File: config.mk
export PLATFORM = sky130hd
export DESIGN_NAME = pipe_stage_reg
export DESIGN_NICKNAME = d
export VERILOG_FILES = /design/src/rtl/mips_pipe_pkg.sv /design/src/rtl/pipe_payload_reg.sv /design/src/rtl/pipe_stage_reg.sv
export SDC_FILE = /design/constraint.sdc
export NUM_CORES = 1
export LEC_CHECK = 0
export ABC_AREA = 1
export CAP_MARGIN = 5
export CORE_MARGIN = 3
export CORE_UTILIZATION = 40
export CTS_CLUSTER_DIAMETER = 120
export CTS_CLUSTER_SIZE = 30
export DETAILED_ROUTE_END_ITERATION = 6
export PLACE_DENSITY = 0.82
export SYNTH_ARGS = -nofsm -noshare
export SYNTH_HDL_FRONTEND = slang
export SYNTH_HIERARCHICAL = 1
export SYNTH_SLANG_ARGS = --single-unit
File: constraint.sdc
create_clock -name clk -period 1.55 [get_ports clk]
set_input_delay 0.155 -clock clk [delete_from_list [all_inputs] [get_ports clk]]
set_output_delay 0.155 -clock clk [all_outputs]
set_load 0.03 [all_outputs]
File: src/rtl/mips_pipe_pkg.sv
// Shared definitions for the MIPS inter-stage pipeline registers.
// Latency: none (types and constants only).
// Backpressure: not applicable.
package mips_pipe_pkg;

    // Default widths for a 32-bit MIPS datapath
    localparam int DEF_DATA_W  = 32;
    localparam int DEF_NUM_OPS = 2;
    localparam int DEF_ADDR_W  = 5;
    localparam int DEF_CTRL_W  = 12;
    localparam int DEF_CNT_W   = 16;

    // Control bundle layout: AluControl occupies the low bits, single-bit flags above it
    localparam int ALU_CTRL_LSB = 0;
    localparam int ALU_CTRL_W   = 6;
    localparam int ALUSRC_BIT   = 6;
    localparam int REGWRITE_BIT = 7;
    localparam int MEMTOREG_BIT = 8;
    localparam int MEMWRITE_BIT = 9;
    localparam int REGDST_BIT   = 10;
    localparam int BRANCH_BIT   = 11;

    // Stage occupancy; ST_SKID only reachable when the skid entry is built
    typedef enum logic [1:0] {
        ST_EMPTY = 2'd0,
        ST_FULL  = 2'd1,
        ST_SKID  = 2'd2
    } stage_state_e;

endpackage

File: src/rtl/pipe_payload_reg.sv
// One instruction payload register (operands, immediate, indices, control).
// Latency: 1 cycle from load to output.
// Backpressure: none; holds while load=0, clrCtrl zeroes only the control field.
module pipe_payload_reg #(
    parameter int DATA_W  = 32,
    parameter int NUM_OPS = 2,
    parameter int ADDR_W  = 5,
    parameter int CTRL_W  = 12
) (
    input  logic                      clk,
    input  logic                      rst,
    input  logic                      load,
    input  logic                      clrCtrl,
    input  logic [NUM_OPS*DATA_W-1:0] opsD,
    input  logic [DATA_W-1:0]         immD,
    input  logic [3*ADDR_W-1:0]       regsD,
    input  logic [CTRL_W-1:0]         ctrlD,
    output logic [NUM_OPS*DATA_W-1:0] opsQ,
    output logic [DATA_W-1:0]         immQ,
    output logic [3*ADDR_W-1:0]       regsQ,
    output logic [CTRL_W-1:0]         ctrlQ
);

    // Load the whole payload, or just zero the control so a bubble never writes
    always_ff @(posedge clk) begin
        if (rst) begin
            opsQ  <= '0;
            immQ  <= '0;
            regsQ <= '0;
            ctrlQ <= '0;
        end else if (load) begin
            opsQ  <= opsD;
            immQ  <= immD;
            regsQ <= regsD;
            ctrlQ <= ctrlD;
        end else if (clrCtrl) begin
            ctrlQ <= '0;
        end
    end

endmodule

File: src/rtl/pipe_stage_reg.sv
// Parametrised MIPS inter-stage register with valid/ready, flush-to-bubble and bubble counter.
// Latency: 1 cycle accept-to-output; optional skid entry via macro PIPE_STAGE_SKID_EN.
// Backpressure: holds outputs while out_ready=0; in_ready combinational, or registered with skid.
module pipe_stage_reg
    import mips_pipe_pkg::*;
#(
    parameter int DATA_W  = DEF_DATA_W,
    parameter int NUM_OPS = DEF_NUM_OPS,
    parameter int ADDR_W  = DEF_ADDR_W,
    parameter int CTRL_W  = DEF_CTRL_W,
    parameter int CNT_W   = DEF_CNT_W
) (
    input  logic                      clk,
    input  logic                      rst,
    input  logic                      flush,
    input  logic                      in_valid,
    output logic                      in_ready,
    input  logic [NUM_OPS*DATA_W-1:0] in_ops,
    input  logic [DATA_W-1:0]         in_imm,
    input  logic [3*ADDR_W-1:0]       in_regs,
    input  logic [CTRL_W-1:0]         in_ctrl,
    output logic                      out_valid,
    input  logic                      out_ready,
    output logic [NUM_OPS*DATA_W-1:0] out_ops,
    output logic [DATA_W-1:0]         out_imm,
    output logic [3*ADDR_W-1:0]       out_regs,
    output logic [CTRL_W-1:0]         out_ctrl,
    output logic [CNT_W-1:0]          bubble_cnt
);

    stage_state_e state;
    stage_state_e stateNext;

    logic accept;
    logic mainLoad;
    logic mainClr;

    logic [NUM_OPS*DATA_W-1:0] mainOps;
    logic [DATA_W-1:0]         mainImm;
    logic [3*ADDR_W-1:0]       mainRegs;
    logic [CTRL_W-1:0]         mainCtrl;

    assign out_valid = (state != ST_EMPTY);
    assign accept    = in_valid & in_ready;

`ifdef PIPE_STAGE_SKID_EN
    logic mainFromSkid;
    logic skidLoad;

    logic [NUM_OPS*DATA_W-1:0] skidOps;
    logic [DATA_W-1:0]         skidImm;
    logic [3*ADDR_W-1:0]       skidRegs;
    logic [CTRL_W-1:0]         skidCtrl;

    // Ready comes straight from the state register, so out_ready never reaches in_ready
    assign in_ready = (state != ST_SKID);

    // The main entry refills from the skid entry when draining, otherwise from upstream
    assign mainOps  = mainFromSkid ? skidOps  : in_ops;
    assign mainImm  = mainFromSkid ? skidImm  : in_imm;
    assign mainRegs = mainFromSkid ? skidRegs : in_regs;
    assign mainCtrl = mainFromSkid ? skidCtrl : in_ctrl;

    pipe_payload_reg #(
        .DATA_W  (DATA_W),
        .NUM_OPS (NUM_OPS),
        .ADDR_W  (ADDR_W),
        .CTRL_W  (CTRL_W)
    ) u_skid (
        .clk     (clk),
        .rst     (rst),
        .load    (skidLoad),
        .clrCtrl (flush),
        .opsD    (in_ops),
        .immD    (in_imm),
        .regsD   (in_regs),
        .ctrlD   (in_ctrl),
        .opsQ    (skidOps),
        .immQ    (skidImm),
        .regsQ   (skidRegs),
        .ctrlQ   (skidCtrl)
    );

    // Next state and entry load controls; flush overrides every transition
    always_comb begin
        stateNext    = state;
        mainLoad     = 1'b0;
        mainClr      = 1'b0;
        mainFromSkid = 1'b0;
        skidLoad     = 1'b0;
        if (flush) begin
            stateNext = ST_EMPTY;
            mainClr   = 1'b1;
        end else begin
            case (state)
                ST_EMPTY: begin
                    if (accept) begin
                        mainLoad  = 1'b1;
                        stateNext = ST_FULL;
                    end
                end
                ST_FULL: begin
                    if (accept && out_ready) begin
                        mainLoad = 1'b1;
                    end else if (accept) begin
                        skidLoad  = 1'b1;
                        stateNext = ST_SKID;
                    end else if (out_ready) begin
                        mainClr   = 1'b1;
                        stateNext = ST_EMPTY;
                    end
                end
                ST_SKID: begin
                    if (out_ready) begin
                        mainLoad     = 1'b1;
                        mainFromSkid = 1'b1;
                        stateNext    = ST_FULL;
                    end
                end
                default: begin
                    mainClr   = 1'b1;
                    stateNext = ST_EMPTY;
                end
            endcase
        end
    end
`else
    // A held instruction can be replaced in the same cycle it leaves
    assign in_ready = out_ready | ~out_valid;

    assign mainOps  = in_ops;
    assign mainImm  = in_imm;
    assign mainRegs = in_regs;
    assign mainCtrl = in_ctrl;

    // Next state and main entry controls; flush overrides every transition
    always_comb begin
        stateNext = state;
        mainLoad  = 1'b0;
        mainClr   = 1'b0;
        if (flush) begin
            stateNext = ST_EMPTY;
            mainClr   = 1'b1;
        end else begin
            case (state)
                ST_EMPTY: begin
                    if (accept) begin
                        mainLoad  = 1'b1;
                        stateNext = ST_FULL;
                    end
                end
                ST_FULL: begin
                    if (accept) begin
                        mainLoad = 1'b1;
                    end else if (out_ready) begin
                        mainClr   = 1'b1;
                        stateNext = ST_EMPTY;
                    end
                end
                default: begin
                    mainClr   = 1'b1;
                    stateNext = ST_EMPTY;
                end
            endcase
        end
    end
`endif

    pipe_payload_reg #(
        .DATA_W  (DATA_W),
        .NUM_OPS (NUM_OPS),
        .ADDR_W  (ADDR_W),
        .CTRL_W  (CTRL_W)
    ) u_main (
        .clk     (clk),
        .rst     (rst),
        .load    (mainLoad),
        .clrCtrl (mainClr),
        .opsD    (mainOps),
        .immD    (mainImm),
        .regsD   (mainRegs),
        .ctrlD   (mainCtrl),
        .opsQ    (out_ops),
        .immQ    (out_imm),
        .regsQ   (out_regs),
        .ctrlQ   (out_ctrl)
    );

    // Occupancy register
    always_ff @(posedge clk) begin
        if (rst) begin
            state <= ST_EMPTY;
        end else begin
            state <= stateNext;
        end
    end

    // Count cycles where downstream was ready but only got a bubble; saturating
    always_ff @(posedge clk) begin
        if (rst) begin
            bubble_cnt <= '0;
        end else if (!out_valid && out_ready && (bubble_cnt != {CNT_W{1'b1}})) begin
            bubble_cnt <= bubble_cnt + {{(CNT_W-1){1'b0}}, 1'b1};
        end
    end

endmodule
==> metrics.cfg <==
[sta]
hold_violations = 0
period_needed_ns = 1.52
setup_tns_ns = 0
skew_ns = 0.00623
fmax_ghz = 0.659
slew_headroom_pct = 55.1
setup_viol = 0
rsz0062_at_grt = yes
period_share_pct = 98.0
worst_pin_slew_ns = 0.673
slew_violations = 0

[die]
die_area_mm2 = 0.0150
fp.dieH_um = 123
start_util_pct = 41.9
coreArea_mm2 = 0.0130
fp.dieW_um = 123
rows = 41
io-pin-count = 269

[synthesis]
synth_top_area_share_pct = 51.5
avgSynthCellArea_um2 = 7.86
yosys.area.top_type = dfxtp_1
ys_ff_latch = 140
yosys_warnings = 6
synth_nets = 821
ys_types = 27
netlist_area_mm2 = 0.00544
synthTopCellsByArea = dfxtp_1, nand2_1, a21oi_1, buf_6, nor2_1
yosysSeqAreaShare_pct = 51.5
synthCells = 692

[power]
p_leak_nw = 3.97
p_per_area_mw_per_mm2 = 1010
ir_drop_mv = 0.760

[critical_path]
critPathLaunchType = flop
critical_path_required_ns = 1.87
path_class = flop to flop
cp-end-kind = flop
path_max_fanout = 9
cp.arrival_ns = 1.84

[cells_and_area]
regArea_mm2 = 0.00281
num-fill-cells = 1101
num_antenna_cells = 0
syn2layout_area_growth_pct = 63.8
fin_nets = 1095
final_cells = 1147
multiInputGateArea_mm2 = 0.00236
drive_above_1_share_pct = 12.0

[clock_tree]
cts_max_level = 4
clkTransAtPathRegs_ns = 0.06
cts_root_buf = clkbuf_16
numCtsBuffers = 17
cts_tree = yes
worstSkewPairLatency_ns = 0.41
cts_sinks = 140
cts_hold_buffers = 0
cts_buffer_depth = 2

[detailed_routing]
drt-total-wl_mm = 17.8
dr.pass1.iters = 5
wire_per_inst_um = 15.5
via_per_inst = 4.85
drtIter0Drc = 267
route.detailed.drc = 0
num_vias = 5568
drtAntennaViolNets = 0

[place]
io_buffers = 268
dp.cells = 1110
place_congestion = 0.798
dp_hpwl_mm = 12.1

[grt]
grt_usage_pct = 21.6
grt_overflow = 0
antenna_found_initial = 0
grt_max_degree = 126
grt_pass1_vias = 5012
grt_pass1_wl_mm = 25.2

[min_path]
hold_class = primary input to flop

[run]
cap_violations = 0

[outcome]
status = finished, final reports clean

[cell type report]
cell class | instances | area share, %
clock buffer | 21 | 5.29
sequential | 140 | 31.5
multi-input combinational | 497 | 26.5
clock inverter | 7 | 0.758
timing repair buffer | 297 | 32.9
tap | 172 | 2.42
inverter | 13 | 0.576
[layer usage]
metal,GRT usage [%],vias to the layer above,share of wire [%]
li1,-,2775,-
met5,0,-,0
met1,23.5,2552,38
met2,36.5,215,49
met3,10.2,26,11
met4,7.98,0,2.2
[critical path, cell delays in order, from the launching register on]
cell,delay (ns)
dfxtp_4,0.35
inv_2,0.05
nor2_1,0.05
inv_2,0.08
nand2_4,0.06
nor2_4,0.25
buf_12,0.20
clkbuf_16,0.15
nand2_1,0.05
a21oi_1,0.18
[state kept, by name (all words and copies together), names as in the netlist]
name	count
bubble_cnt	16
u_main/regsQ	15
state	1
u_main/immQ	32
u_main/opsQ	64
u_main/ctrlQ	12
[cell usage after synthesis (all sizes together)]
cell	instances
inv	13
nand3b	1
clkbuf	9
nor3	2
ha	1
o21ai	5
nand3	18
a21oi	136
or2	1
dfxtp	140
a31o	1
nor2	44
buf	34
nand2	284
nand4	3
[what timing repair did]
action | in CTS | in global routing
setup endpoints to repair | 140 | 117
resized for setup | 140 | 22
pin swaps | 0 | 16
endpoints found under the hold margin | 0 | 0
gates cloned | 0 | 7
buffers inserted | 0 | 2
[worst paths after layout]
kind / cells after the start / slack [ns] / startpoint / end
max: 9 / 0.03 / state[0]$_SDFFE_PP0P_ / u_main/opsQ[30]$_SDFFE_PP0P_
min: 4 / 0.26 / rst / bubble_cnt[14]$_SDFFE_PP0P_
max reg2reg: 9 / 0.03 / state[0]$_SDFFE_PP0P_ / u_main/opsQ[30]$_SDFFE_PP0P_
min reg2reg: 2 / 0.46 / u_main/regsQ[2]$_SDFFE_PP0P_ / u_main/regsQ[2]$_SDFFE_PP0P_
[cell families after synthesis]
| group | synth area share (%) |
|---|---|
| buffers and inverters | 6.62 |
| flip-flops | 51.5 |
| adder cells (fa/ha/maj) | 0.230 |
| AND/OR/NAND/NOR | 27.5 |
| AO/OA/AOI/OAI | 14.1 |
[report_power, final]
part	switching (W)	internal (W)
registers	0.0000819	0.00376
logic	0.000766	0.000646
clock network	0.00144	0.00230
total	0.00229	0.00670
[metrics by stage]
stage          hold WS, ns  total power [W]  setup WS (ns)  utilization [%]  cell area [um2]
2_1_floorplan        0.217          0.00461         0.0268                -             5450
3_3_place_gp         0.446          0.00534         -0.175             63.8             8280
3_5_place_dp         0.451          0.00536         -0.178             63.8             8280
4_1_cts              0.242          0.00899         0.0595             66.6             8650
5_1_grt              0.275          0.00934        -0.0298             68.7             8910
6_report             0.263          0.00899         0.0314             68.7             8910
[layout by cell type, fill, tap and decap left out, types with 3 or more instances in the layout]
| cell | synthesis | layout |
|---|---|---|
| nand4_4 | 2 | 3 |
| a21oi_2 | 11 | 18 |
| clkinv_2 | 0 | 4 |
| buf_12 | 0 | 9 |
| clkdlybuf4s50_1 | 0 | 126 |
| nor2_4 | 2 | 3 |
| inv_2 | 2 | 3 |
| dfxtp_1 | 140 | 137 |
| nand3_1 | 16 | 16 |
| dlygate4sd2_1 | 0 | 140 |
| buf_4 | 8 | 14 |
| nor2_1 | 39 | 37 |
| o21ai_1 | 3 | 3 |
| clkbuf_16 | 0 | 23 |
| nand2_2 | 18 | 17 |
| nand2_1 | 266 | 265 |
| a21oi_1 | 125 | 118 |
| inv_1 | 11 | 9 |
Power figures use the tool's default switching activity.
